<file path="config.mk">
export PLATFORM = sky130hd
export DESIGN_NAME = load_store_unit
export DESIGN_NICKNAME = d
export VERILOG_FILES = /design/src/rtl/load_store_unit.sv
export SDC_FILE = /design/constraint.sdc
export NUM_CORES = 1
export LEC_CHECK = 0
export BUFFER_PORTS_ARGS = -buffer_cell sky130_fd_sc_hd__buf_2
export CAP_MARGIN = 15
export CORE_UTILIZATION = 35
export CTS_BUF_LIST = sky130_fd_sc_hd__clkbuf_16
export DETAILED_ROUTE_END_ITERATION = 8
export PLACE_DENSITY = 0.65
export SLEW_MARGIN = 15
export SYNTH_ARGS = -nofsm -noshare
export SYNTH_HDL_FRONTEND = slang
export SYNTH_SLANG_ARGS = --single-unit
</file>
<file path="constraint.sdc">
create_clock -name CLK -period 3.5 [get_ports CLK]
set_input_delay 0.175 -clock CLK [delete_from_list [all_inputs] [get_ports CLK]]
set_output_delay 0.175 -clock CLK [all_outputs]
set_load 0.01 [all_outputs]
</file>
<file path="src/rtl/load_store_unit.sv">
// Load/store unit for a byte-addressed little-endian memory with no byte enables.
// Loads are issued word-aligned; sub-word stores are done as read-modify-write.
module load_store_unit #(
    parameter int                WIDTH   = 32,
    parameter logic [WIDTH-1:0]  MEM_TOP = 32'h1FFFF
) (
    input  logic             CLK,
    input  logic             RST,
    input  logic             req_valid,
    output logic             req_ready,
    input  logic             req_we,
    input  logic [2:0]       req_funct3,
    input  logic [WIDTH-1:0] req_addr,
    input  logic [WIDTH-1:0] req_wdata,
    output logic             resp_valid,
    output logic [WIDTH-1:0] resp_rdata,
    output logic             resp_err,
    output logic [WIDTH-1:0] mem_A,
    output logic [WIDTH-1:0] mem_WD,
    output logic             mem_WE,
    input  logic [WIDTH-1:0] mem_RD
);

    typedef enum logic [2:0] {IDLE, LOAD, RMW_RD, STORE, RESP} state_t;

    localparam logic [2:0] F3_B  = 3'b000;
    localparam logic [2:0] F3_H  = 3'b001;
    localparam logic [2:0] F3_W  = 3'b010;
    localparam logic [2:0] F3_BU = 3'b100;
    localparam logic [2:0] F3_HU = 3'b101;

    state_t           state_q, state_d;
    logic [WIDTH-1:0] addr_q, addr_d;
    logic [2:0]       funct3_q, funct3_d;
    logic             we_q, we_d;
    logic [WIDTH-1:0] wdata_q, wdata_d;
    logic [WIDTH-1:0] word_q, word_d;
    logic [WIDTH-1:0] rdata_q, rdata_d;
    logic             err_q, err_d;

    logic [1:0]       span_lo;
    logic [WIDTH:0]   last_byte;
    logic             misaligned, out_of_range, illegal, req_err;
    logic [7:0]       lane_b;
    logic [15:0]      lane_h;
    logic [WIDTH-1:0] load_data, store_word, aligned_addr;

    // The range check is one bit wider so an address near the top of the space cannot wrap.
    always_comb begin
        span_lo = 2'd3;
        case (req_funct3[1:0])
            2'b00:   span_lo = 2'd0;
            2'b01:   span_lo = 2'd1;
            default: span_lo = 2'd3;
        endcase
        last_byte    = {1'b0, req_addr} + {{(WIDTH-1){1'b0}}, span_lo};
        misaligned   = ((req_funct3[1:0] == 2'b01) && req_addr[0]) ||
                       ((req_funct3[1:0] == 2'b10) && (req_addr[1:0] != 2'b00));
        out_of_range = last_byte > {1'b0, MEM_TOP};
        illegal      = (req_funct3 == 3'b011) || (req_funct3[2:1] == 2'b11) ||
                       (req_we && req_funct3[2]);
        req_err      = misaligned || out_of_range || illegal;
    end

    always_comb begin
        aligned_addr = {addr_q[WIDTH-1:2], 2'b00};
        lane_b       = mem_RD[{addr_q[1:0], 3'b000} +: 8];
        lane_h       = addr_q[1] ? mem_RD[31:16] : mem_RD[15:0];
        load_data    = mem_RD;
        case (funct3_q)
            F3_B:    load_data = {{(WIDTH-8){lane_b[7]}}, lane_b};
            F3_BU:   load_data = {{(WIDTH-8){1'b0}}, lane_b};
            F3_H:    load_data = {{(WIDTH-16){lane_h[15]}}, lane_h};
            F3_HU:   load_data = {{(WIDTH-16){1'b0}}, lane_h};
            F3_W:    load_data = mem_RD;
            default: load_data = mem_RD;
        endcase
        // Sub-word stores patch the word captured in RMW_RD.
        store_word = word_q;
        case (funct3_q[1:0])
            2'b00:   store_word[{addr_q[1:0], 3'b000} +: 8] = wdata_q[7:0];
            2'b01:   store_word[{addr_q[1], 4'b0000} +: 16] = wdata_q[15:0];
            default: store_word = wdata_q;
        endcase
    end

    always_comb begin
        state_d  = state_q;
        addr_d   = addr_q;
        funct3_d = funct3_q;
        we_d     = we_q;
        wdata_d  = wdata_q;
        word_d   = word_q;
        rdata_d  = rdata_q;
        err_d    = err_q;
        case (state_q)
            IDLE: begin
                if (req_valid && req_ready) begin
                    addr_d   = req_addr;
                    funct3_d = req_funct3;
                    we_d     = req_we;
                    wdata_d  = req_wdata;
                    err_d    = req_err;
                    rdata_d  = '0;
                    if (req_err)
                        state_d = RESP;
                    else if (!req_we)
                        state_d = LOAD;
                    else if (req_funct3 == F3_W)
                        state_d = STORE;
                    else
                        state_d = RMW_RD;
                end
            end
            LOAD: begin
                rdata_d = load_data;
                state_d = RESP;
            end
            RMW_RD: begin
                word_d  = mem_RD;
                state_d = STORE;
            end
            STORE:   state_d = RESP;
            RESP:    state_d = IDLE;
            default: state_d = IDLE;
        endcase
    end

    always_ff @(posedge CLK) begin
        if (RST) begin
            state_q  <= IDLE;
            addr_q   <= '0;
            funct3_q <= '0;
            we_q     <= 1'b0;
            wdata_q  <= '0;
            word_q   <= '0;
            rdata_q  <= '0;
            err_q    <= 1'b0;
        end else begin
            state_q  <= state_d;
            addr_q   <= addr_d;
            funct3_q <= funct3_d;
            we_q     <= we_d;
            wdata_q  <= wdata_d;
            word_q   <= word_d;
            rdata_q  <= rdata_d;
            err_q    <= err_d;
        end
    end

    // Write enable is gated by reset so an aborted store never reaches memory.
    assign req_ready  = (state_q == IDLE) && !RST;
    assign resp_valid = (state_q == RESP);
    assign resp_err   = (state_q == RESP) && err_q;
    assign resp_rdata = (state_q == RESP) ? rdata_q : '0;
    assign mem_A      = ((state_q != IDLE) && !err_q) ? aligned_addr : '0;
    assign mem_WE     = (state_q == STORE) && we_q && !RST;
    assign mem_WD     = (state_q == STORE) ? store_word : '0;

endmodule

</file>
; ---- After elaboration in Yosys (flattened, before gate mapping)
; Index checks and enable logic that the tools add are counted.
; W data, S select, Z words.
[totals]
ramBits = 0
out_inout_bits = 100
input_bits = 103
wordCells = 73
register_bits = 136
latchBits = 0
romBits = 0
n_memories = 0
[classes]
n_reduce_logical = 26
mux = 16
n_div = 0
n_mul = 0
add_sub_neg = 3
bitwise = 0
shifts = 5
n_eq_ne = 14
order_cmp = 1
[ops]
columns = operator, n
row1 = $mux W32, 4
row2 = $pmux W32 S2, 2
row3 = $pmux W32 S4, 1
row4 = $bwmux W32, 2
row5 = $add A32 B2 Y33, 1
row6 = $gt A33 B17 Y1 const B, 1
row7 = $shift A16 B7 Y32 const A, 1
row8 = $shift A8 B7 Y32 const A, 1
row9 = $shiftx A16 B7 Y32, 1
row10 = $shiftx A32 B6 Y8, 1
row11 = $shiftx A8 B7 Y32, 1
row12 = $mux W16, 1
row13 = $neg A5 Y7, 2
row14 = $eq A3 B2 Y1 const B, 4
row15 = $eq A3 B3 Y1 const B, 3
row16 = $logic_and A1 B1 Y1, 9
row17 = $pmux W3 S3, 1
row18 = $eq A3 B1 Y1 const B, 2
row19 = $logic_not A3 Y1, 2
row20 = $mux W3, 2
row21 = $logic_or A1 B1 Y1, 5
row22 = $eq A2 B1 Y1 const B, 2
row23 = $eq A2 B2 Y1 const B, 2
row24 = $logic_not A2 Y1, 2
row25 = 9 further kinds, 12

; ---- Logic depth before layout (Yosys ltp)
; Gate-level depths: netlist of run 1.
[logic_depth]
depth_word = 9
depth_mapped = 10
mapped_depth_nobuf = 10

; ---- Worst setup path after synthesis of run 1
; OpenSTA, ideal clock, no wires.
[synth_path]
path_kind = input port to flip-flop
start = in req_funct3[0]
end = reg state_q[2]
path_stages = 10
required_ns = 3.383
arrival_ns = 2.158
path_slack_ns = 1.225
setup_time_ns = 0.117
path_buffers = 0
path_cell_list = or2_2 > ha_1 > fa_1 > nand4_1 > nor4_4 > a2111oi_0 > a31oi_1 > a211oi_1 > nand3_2 > a22o_1
[synth_between]
elab_chain_len = 9
word_cells_on_any_way = 17
classes_between = 1 x add/sub / 1 x order compare / 3 x eq/ne / 4 x mux / 8 x reduce/logical
[synth_rtl]
columns = item, line
row1 = start: declaration, 12  ; input logic [2:0] req_funct3,
row2 = $eq A2 B1 Y1 / $logic_not A2 Y1 (equally long branches), "51, 57"
row3 = $pmux W2 S2, 51  ; case (req_funct3[1:0])
row4 = $add A32 B2 Y33, 56  ; last_byte = {1'b0, req_addr} + {{(WIDTH-1){1'b0}}, span_lo};
row5 = $gt A33 B17 Y1, 59  ; out_of_range = last_byte > {1'b0, MEM_TOP};
row6 = $logic_or A1 B1 Y1, 62  ; req_err = misaligned || out_of_range || illegal;
row7 = $logic_or A1 B1 Y1 *, 62
row8 = $mux W3 *, 105  ; if (req_err)
row9 = $mux W3 *, 98  ; if (req_valid && req_ready) begin
row10 = $pmux W3 S3 *, 96  ; case (state_q)
row11 = end signal: assignment, 140  ; state_q <= state_d;
row12 = end: declaration, 32  ; state_t state_q, state_d;
; Every way passes the cells marked *; elsewhere a longest branch is shown, timed or not. The select of a mux whose other input is x is not followed.
; A chain may end at the register's enable or synchronous reset.

; ---- Worst setup path in the final report of run 1
[layout_path]
start = reg addr_q[1]
end = out mem_WD[25]
[layout_between]
elab_chain_len = 5
word_cells_on_any_way = 10
classes_between = 2 x add/sub / 4 x shift / 4 x mux
[layout_rtl]
columns = item, line
row1 = start: declaration, 33  ; logic [WIDTH-1:0] addr_q, addr_d;
row2 = start signal: assignment, 141  ; addr_q <= addr_d;
row3 = "$neg A5 Y7, on equally long branches", "82, 81"
row4 = "$shiftx A16 B7 Y32, or another cell as far along", 82  ; 2'b01: store_word[{addr_q[1], 4'b0000} +: 16] = wdata_q[15:0];
row5 = "$bwmux W32, on equally long branches", "82, 81"
row6 = $pmux W32 S2 *, 80  ; case (funct3_q[1:0])
row7 = $mux W32 *, 158  ; assign mem_WD = (state_q == STORE) ? store_word : '0;
row8 = end: declaration, 19  ; output logic [WIDTH-1:0] mem_WD,
; Every way passes the cells marked *; elsewhere a longest branch is shown, timed or not.

==> impl_metrics.ini, run 1 <==
[clocking]
cts_root_buf = clkbuf_16
clk_latency_ps = 430
path_clk_slew_ps = 60
htree_num_levels = 4
cts_buffers = 17
clock-sinks = 136
cts_tree = built
cts_buffer_depth = 2

[synth]
synthTopCellsByArea = dfxtp_1, nand2_1, nand3b_1, and2_1, a21oi_1
yosysWarnings = 0
synth_flop_cell = dfxtp_1
syn_area_sq_um = 7050
synth_cells = 940
syn_area_per_cell_sq_um = 7.50
ys_async_sr_fraction_pct = 0
synth_enable_flop_cells = 0
ys_seq_area_share_pct = 38.6
netlist.area_leader.share_pct = 38.6
synthDistinctLibCells = 62
synth.ff_latch_count = 136
synth_top_cell_by_area = dfxtp_1

[power_and_ir_drop]
seq_power_share_pct = 40.7
p_int_uw = 3050
p_leak_uw = 0.00413
pwr-share-clk_pct = 47.7
p_comb_share_pct = 11.5
ir_drop_mv = 0.353
swShare_pct = 25.4
p_sw_uw = 1040
p_per_area_nw_per_um2 = 436

[sta]
hold_viol = 0
rsz0062_at_grt = no
fmax_mhz = 302
slew_headroom_pct = 23.9
hold_ws_ps = 16.3
fin_tns_setup_ps = 0
drv_slew = 0
finalWorstSetupSlack_ps = 193
setup_viol = 0
worst_pin_slew_ps = 1140
finClkSkew_ps = 7.45
final.min_clock_period_ps = 3310
period_share_pct = 94.5

[detailed_routing]
routed_wl_microns = 24200
ant_nets = 0
routedWlPerCell_microns = 16.9
viasPerCell = 5.26
vias = 7528
drtIter0Drc = 667
drtPass1Iterations = 8
drc_errors = 0

[global_routing]
grt_start_max_net_pins = 96
grt_pass1_vias = 6975
grt_pass1_wl_microns = 37200
gr-total-overflow = 0
antenna_found_initial = 0
grt.total_usage_pct = 23.6

[floorplanning]
core_area_sq_um = 19600
fp-row-count = 51
die-area_sq_um = 20700
dieWidth_microns = 144
start_util_pct = 36.0
pin_count = 203
fp.dieH_microns = 144

[setup_path]
worstSetupEndpointType = output pin
critical-path-top-delay-family = flip-flops
reg2reg_slack_ps = 930
path_cells = inv_1 > ha_1 > nor2_1 > and3_1 > a222oi_1 > nor2_1 > a21oi_1 > nor2_1 > buf_2
crit_fanout = 15
crit_buf_inv = 2
crit_arrival_ps = 3130
crit_path_frequent_cell = nor2_1
cp_slowest_stage_delay_ps = 760
slowest_stage = dfxtp_1
critPathLaunchType = flop
crit_required_ps = 3320
critPathKind = flop to output pin

[cells_and_area]
final_nets = 1266
area_delta_synth_final_pct = 33.0
instances_no_fill = 1432
multi_input_area_sq_um = 3980
seqCellArea_sq_um = 2720
design_area_sq_um = 9370
final_layout_size_suffix_gt1_share_pct = 22.3
antenna_cells = 0
fillers = 1975

[placement]
place_hpwl_microns = 16500
dp_cells = 1347
place_congestion = 0.879
placed_area_sq_um = 8200
port_buffers = 200
pre_cts_ws_ps = 724

[status]
status = completed

[worst_hold_path]
min_path_type = input pin to flop

[flow_run]
drv_cap = 0
==> metal layers <==
layer,share of wire (%),vias up,global-route usage (%)
met4,2.2,0,7.84
met2,46,347,37.9
met1,43,3499,30.7
li1,-,3643,-
met3,8.2,39,5.96
met5,0,-,0
==> per-stage QoR <==
stage               utilization [%]  total power (uW)
finish                         47.8              4090
global route                   47.8              4240
CTS                            47.8              4120
detailed placement             41.8              2110
global placement               41.8              2110
floorplan                         -              1930
==> cells by family (layout without fill, tap and decap cells) <==
family	count (synthesis)	after routing	share of synthesized area, %
adder cells (fa/ha/maj)	8	8	1.53
flip-flops	136	136	38.6
other	1	2	0.0532
AND/OR/NAND/NOR	497	497	35.1
multiplexers	10	10	1.42
buffers and inverters	91	317	5.13
AO/OA/AOI/OAI	194	194	17.8
XOR/XNOR	3	3	0.373
==> final timing paths <==
kind	from	to	depth (start not counted)
min	req_addr[26]	addr_q[26]	3
max	addr_q[1]	mem_WD[25]	9
max reg2reg	addr_q[1]	rdata_q[23]	6
min reg2reg	rdata_q[20]	rdata_q[20]	2
==> cell usage after synthesis (2+ instances only) <==
cell type  instances
nand2_1          237
dfxtp_1          136
a21oi_1           79
nor2_1            76
nand3b_1          65
and2_1            64
clkbuf_1          57
o21ai_0           44
inv_1             20
a222oi_1          16
mux2i_1           10
nand2b_1          10
buf_2              9
a221o_1            8
a221oi_1           8
a22oi_1            8
nor3_1             8
ha_1               7
nand3_1            7
o311a_1            7
nand4_1            5
nor4_1             4
o31ai_1            4
a31oi_1            3
nor3b_1            3
a211oi_1           2
a21o_1             2
a21oi_2            2
a31o_2             2
and3_1             2
buf_4              2
nand3_2            2
xnor2_1            2
==> cells in the final DEF (no fill, tap or decap), drive strengths merged, types with 10 or more instances in the layout <==
master / count
nand2: 237
buf: 211
dfxtp: 136
a21oi: 81
nor2: 76
nand3b: 65
and2: 64
dlygate4sd3: 54
o21ai: 46
inv: 20
clkbuf: 17
a222oi: 16
nand2b: 10
mux2i: 10
==> worst register-to-register path, stage by stage (launching register included) <==
cell and delay, ps:
dfxtp_1 760, mux2i_1 280, a211o_1 340, a21o_1 170
a21oi_2 530, o21ai_0 240, a21oi_1 180
==> layout make-up <==
| type | count | area share (%) |
|---|---|---|
| Multi-Input combinational cell | 714 | 42.5 |
| Sequential cell | 136 | 29.1 |
| Timing Repair Buffer | 265 | 17.4 |
| Clock buffer | 17 | 4.54 |
| Tap cell | 265 | 3.54 |
| Clock inverter | 14 | 2.20 |
| Inverter | 21 | 0.841 |
==> flip-flops by register name, indices dropped and copies added, names as in the netlist <==
name,count
state_q,3
we_q,1
addr_q,32
err_q,1
word_q,32
rdata_q,32
wdata_q,32
funct3_q,3
==> power groups by stage <==
stage | Combinational (uW) | Sequential (uW) | Clock [uW]
floorplan | 259 | 1670 | 0
global placement | 414 | 1700 | 0
detailed placement | 419 | 1700 | 0
CTS | 467 | 1660 | 1990
global route | 521 | 1670 | 2050
finish | 472 | 1660 | 1950
==> repair_timing <==
action                                 CTS  global route
endpoints found under the hold margin   54             0
setup endpoints to repair                0             0
hold buffers                            54             0
setup buffers                            0             0
resized for setup                        0             0
Note: power is estimated with default switching activity, not from simulation.
==> inputs of run 2 (changes only) <==
- CTS_CLUSTER_DIAMETER: default -> 60
- PLACE_DENSITY: 0.65 -> default
==> run 2 against run 1 <==
Effect of this change:
- the run now ends with DRC left
- core utilization decreased by 0.25 points
- clock skew increased by 2.5 ps
- worst hold slack worse by 4.2 ps
- sequential power about the same
- register-to-register slack gained 170 ps
- power down 3.5%
- via count about the same
- die area unchanged
- first-iteration DRC count down 2.1%
- critical path type unchanged
- largest power group unchanged
==> impl_metrics.ini, run 2 (same netlist as run 1, synthesis figures left out) <==
[status]
status = finished with violations
violations = DRC

[placement]
place_congestion = 0.899
port_buffers = 200
pre_cts_ws_ps = 920
place_hpwl_microns = 16500

[floorplanning]
die-area_sq_um = 20700
fp.dieH_microns = 144
pin_count = 203
core_area_sq_um = 19600
dieWidth_microns = 144
start_util_pct = 36.0
fp-row-count = 51

[detailed_routing]
drtPass1Iterations = 9
vias = 7529
routedWlPerCell_microns = 16.7
viasPerCell = 5.27
ant_nets = 0
drtIter0Drc = 653
drc_errors = 2
routed_wl_microns = 23900

[sta]
worst_pin_slew_ps = 1090
drv_slew = 0
final.min_clock_period_ps = 2940
hold_viol = 0
finClkSkew_ps = 9.98
fin_tns_setup_ps = 0
fmax_mhz = 340
period_share_pct = 84.1
slew_headroom_pct = 27.0
rsz0062_at_grt = no
setup_viol = 0
finalWorstSetupSlack_ps = 557

[clocking]
cts_tree = built
clk_latency_ps = 430
cts_buffers = 17
cts_root_buf = clkbuf_16
cts_setup_buffers = 0
path_clk_slew_ps = 60
cts_buffer_depth = 2
post_cts_resized = 0
htree_num_levels = 4
clock-sinks = 136

[power_and_ir_drop]
p_per_area_nw_per_um2 = 423
ir_drop_mv = 0.404
p_leak_uw = 0.00412

[global_routing]
grt_pass1_vias = 6854
gr-total-overflow = 0
grt_pass1_wl_microns = 36400
grt.total_usage_pct = 23.0
grt_start_max_net_pins = 77
antenna_found_initial = 0

[setup_path]
critPathKind = flop to output pin
path_cells = inv_1 > nor2_1 > a21oi_1 > a222oi_1 > nor2_1 > a21oi_1 > nor2_1 > buf_2
crit_path_frequent_cell = nor2_1
crit_arrival_ps = 2770
critPathLaunchType = flop
slowest_stage = nor2_1
r2r_start = addr_q[1]
crit_fanout = 14
crit_buf_inv = 2
crit_start = funct3_q[0]
cp_slowest_stage_delay_ps = 580
crit_required_ps = 3320
critical-path-top-delay-family = compound AO/OA/AOI/OAI gates
worstSetupEndpointType = output pin

[cells_and_area]
final_nets = 1265
final_cell_mix = nand2_1, buf_2, dfxtp_1
antenna_cells = 0
area_delta_synth_final_pct = 32.3
fillers = 2021
multi_input_area_sq_um = 3980
seqCellArea_sq_um = 2720
final_layout_size_suffix_gt1_share_pct = 22.3
final_common_cell = nand2_1

[flow_run]
drv_cap = 0

[worst_hold_path]
min_path_type = input pin to flop
min_from = mem_RD[1]
## run 2: changes by cell type in the layout (fill, tap and decap cells not counted)
| cell | before | now |
|---|---|---|
| bufinv_16 | 5 | 3 |
| buf_12 | 0 | 1 |
| dlygate4sd3_1 | 54 | 53 |
| buf_4 | 12 | 11 |
| clkinv_2 | 2 | 4 |
| clkinv_4 | 1 | 2 |
| clkinvlp_4 | 4 | 2 |
| clkinv_1 | 3 | 2 |
| inv_6 | 0 | 1 |
## run 2: worst reg2reg max path, stage by stage, from the launching register on
cell,delay (ps)
dfxtp_1,320
buf_4,250
mux2i_1,190
a211o_1,330
a21o_1,170
a21oi_2,540
o21ai_0,330
a21oi_1,200
## run 2: layout make-up
| type | count | share of cell area, % |
|---|---|---|
| Inverter | 21 | 0.846 |
| Clock buffer | 17 | 4.56 |
| Tap cell | 265 | 3.56 |
| Multi-Input combinational cell | 714 | 42.7 |
| Sequential cell | 136 | 29.2 |
| Timing Repair Buffer | 264 | 17.5 |
| Clock inverter | 13 | 1.66 |
## run 2: path summary, 6_finish.rpt
| path | to | slack [ps] | cells past startpoint |
|---|---|---|---|
| min reg2reg | rdata_q[26] | 440 | 2 |
| max | mem_WD[31] | 560 | 8 |
| max reg2reg | rdata_q[29] | 1100 | 7 |
| min | word_q[1] | 10 | 3 |
## run 2: what timing repair did
| item | 4_1_cts | 5_1_grt |
|---|---|---|
| endpoints found under the hold margin | 53 | 0 |
| endpoints found under the setup margin | 0 | 0 |
| hold buffers | 53 | 0 |
## run 2: power breakdown
part	internal (uW)	switching, uW	total, uW
sequential	1610	52.1	1660
combinational	193	286	479
clock	1110	701	1810
total	2910	1040	3950
## run 2: metal layers
metal,global-route usage [%],share of wire (%)
met5,0,0
met4,7.89,1.5
met3,5.53,8.2
met2,37.4,47
met1,29.5,44
## run 2: stage by stage
| step | hold slack (ps) | std cells | utilization [%] | total power, uW | instance area (sq um) |
|---|---|---|---|---|---|
| 3_5_place_dp | 366 | 1347 | 41.9 | 2120 | 8210 |
| 2_1_floorplan | 274 | 941 | - | 1930 | 7050 |
| 4_1_cts | 2.49 | 1430 | 47.6 | 3970 | 9320 |
| 6_report | 12.2 | 1430 | 47.6 | 3950 | 9320 |
| 5_1_grt | 23.6 | 1430 | 47.6 | 4090 | 9320 |
| 3_3_place_gp | 362 | 1347 | 41.9 | 2110 | 8210 |
==> inputs of run 3 (changes only) <==
- ABC_AREA: default -> 1
- clock period: 3.5 -> 2.6 ns (I/O delays scaled with it)
==> run 3 against run 2 <==
Effect of this change:
- the run now ends clean
- sequential share of layout area decreased by 1.3 points
- worst hold slack gained 4.5 ps
- worst setup slack worse by 480 ps
- final cell count rose by 17%
- global-route usage fell by 0.19 points
- non-clock buffer count down 1
- cell area increased by 4.8%
- die area grew 6.9%
- power is 36% higher
- area after synthesis rose by 7.0%
- flip-flop and latch count is the same
- largest cell class unchanged
==> impl_metrics.ini, run 3 <==
[status]
status = completed

[sta]
fin_tns_setup_ps = 0
finClkSkew_ps = 7.44
drv_slew = 0
hold_viol = 0
worst_pin_slew_ps = 951
period_share_pct = 96.9
final.min_clock_period_ps = 2520
fmax_mhz = 397
setup_viol = 0
slew_headroom_pct = 36.5

[flow_run]
drv_cap = 0

[synth]
ys_async_sr_fraction_pct = 0
netlist.area_leader.share_pct = 36.1
synth_cells = 1168
synthDistinctLibCells = 40
synth_top_family_by_area = compound AO/OA/AOI/OAI gates
synthTopCellsByArea = dfxtp_1, nand2_1, a21oi_1, o21ai_0, inv_1
synth_enable_flop_cells = 0
yosysWarnings = 0
synth_compound_area_share_pct = 25.5
muxShareOfSynthArea_pct = 0.929
syn_area_sq_um = 7540
synth_top_cell_by_area = dfxtp_1
yosys.area_share.adder_pct = 1.43
synth.ff_latch_count = 136
synth_xor_area_share_pct = 0.232
ys_seq_area_share_pct = 36.1
yosysMostFrequentCell = nand2_1
synth-simple-area-share_pct = 24.2
synth_flop_cell = dfxtp_1
netlist_top_cells_count = nand2_1, inv_1, a21oi_1, dfxtp_1, o21ai_0
syn_area_per_cell_sq_um = 6.45

[detailed_routing]
routed_wl_microns = 25200
vias = 8498
viasPerCell = 5.09
drtPass1Iterations = 5
drc_errors = 0
routedWlPerCell_microns = 15.1
drtIter0Drc = 449
ant_nets = 0

[placement]
placed_area_sq_um = 8750
dp_cells = 1595
place_hpwl_microns = 18900
place_congestion = 0.948
port_buffers = 200

[clocking]
clk_latency_ps = 430
cts_tree = built
cts_buffers = 17
cts_root_buf = clkbuf_16
cts_buffer_depth = 2
htree_num_levels = 4
clock-sinks = 136
path_clk_slew_ps = 60

[setup_path]
crit_fanout = 21
critPathLaunchType = flop
worstSetupEndpointType = output pin
crit_arrival_ps = 2390
crit_required_ps = 2470
critPathKind = flop to output pin

[cells_and_area]
instances_no_fill = 1669
area_delta_synth_final_pct = 29.6
final_util_pct = 46.3
fillers = 2271
seqCellArea_sq_um = 2730
final_cell_mix = nand2_1, buf_2, inv_1
antenna_cells = 0
final_layout_size_suffix_gt1_share_pct = 20.3
final_common_cell = nand2_1
multi_input_area_sq_um = 3990
design_area_sq_um = 9770
final_nets = 1493

[power_and_ir_drop]
p_leak_uw = 0.00412
p_comb_share_pct = 15.0
ir_drop_mv = 0.428
p_int_uw = 3850
p_total_uw = 5360
seq_power_share_pct = 41.6
p_sw_uw = 1520
p_per_area_nw_per_um2 = 549
swShare_pct = 28.3
pwr-share-clk_pct = 43.5

[global_routing]
grt_pass1_vias = 7810
grt_pass1_wl_microns = 39400
grt_start_max_net_pins = 53
grt.total_usage_pct = 22.8
gr-total-overflow = 0
antenna_found_initial = 0

[floorplanning]
start_util_pct = 35.7
fp.dieH_microns = 149
die-area_sq_um = 22100
pin_count = 203
core_area_sq_um = 21100
fp-row-count = 53
dieWidth_microns = 149

[worst_hold_path]
min_path_type = input pin to flop
## run 3: changes by cell type after synthesis, sizes merged, moves of 16 or more
| cell | change |
|---|---|
| nand3 | +51 |
| and2 | -63 |
| a31oi | +16 |
| nor2 | +45 |
| nand3b | -62 |
| inv | +126 |
| clkbuf | -16 |
| o21ai | +93 |
| a21oi | +59 |
| a222oi | -16 |
| o22ai | +25 |
## run 3: cell type report
cell class                 count  share of cell area, %
multi-input combinational    814                   40.8
tap                          275                   3.52
timing repair buffer         263                   16.2
sequential                   136                   27.9
inverter                     150                   5.81
clock inverter                14                   1.40
clock buffer                  17                   4.35
## run 3: timing repair
item                                    CTS  global route
setup buffers                             0             3
hold endpoints to repair                 43             0
hold buffers                             40             0
endpoints found under the setup margin    9            32
gates resized for setup                   3             7
## run 3: power groups by stage
| stage | clock network (uW) | logic, uW | registers [uW] |
|---|---|---|---|
| 2_1_floorplan | 0 | 470 | 2250 |
| 3_3_place_gp | 0 | 731 | 2270 |
| 3_5_place_dp | 0 | 736 | 2270 |
| 4_1_cts | 2370 | 787 | 2230 |
| 5_1_grt | 2480 | 896 | 2240 |
| 6_report | 2330 | 802 | 2230 |
## run 3: cell families after synthesis
kind of cell / count (synthesis)
and+or+nand+nor: 442
DFF: 136
muxes: 7
adders and majority gates: 8
xor gates and xnor gates: 2
other: 1
AOI/OAI and AO/OA: 353
buffers and inverters: 219
## run 3: per-layer routing
metal  GRT usage [%]  routed length, microns  vias to the layer above
li1                -                       -                     4280
met3            4.65                    1590                       37
met2            40.2                   12300                      284
met1            28.0                   10900                     3897
met4            6.22                     457                        0
met5               0                       0                        -
## run 3: metrics by stage
step	hold WS, ps	setup slack, ps
final	16.7	80.5
after global routing	32.5	-7.58
after CTS	0.902	5.14
after detailed placement	334	287
after global placement	330	324
after floorplan	240	38.1
## run 3: worst paths after layout
| check | from | to | slack (ps) | cells past startpoint |
|---|---|---|---|---|
| worst max-delay path | addr_q[1] | mem_WD[31] | 80 | 7 |
| worst min-delay path | req_wdata[6] | wdata_q[6] | 20 | 3 |
| worst max register to register | addr_q[1] | rdata_q[18] | 510 | 11 |
| worst min register to register | addr_q[6] | addr_q[6] | 450 | 2 |
## run 3: worst max-delay path, stage by stage, from the launching register on
cell and delay [ps]:
dfxtp_1 380, buf_4 320, ha_2 350, nand2_1 220
o22ai_1 190, nand2_1 70, a31oi_1 240, buf_2 200
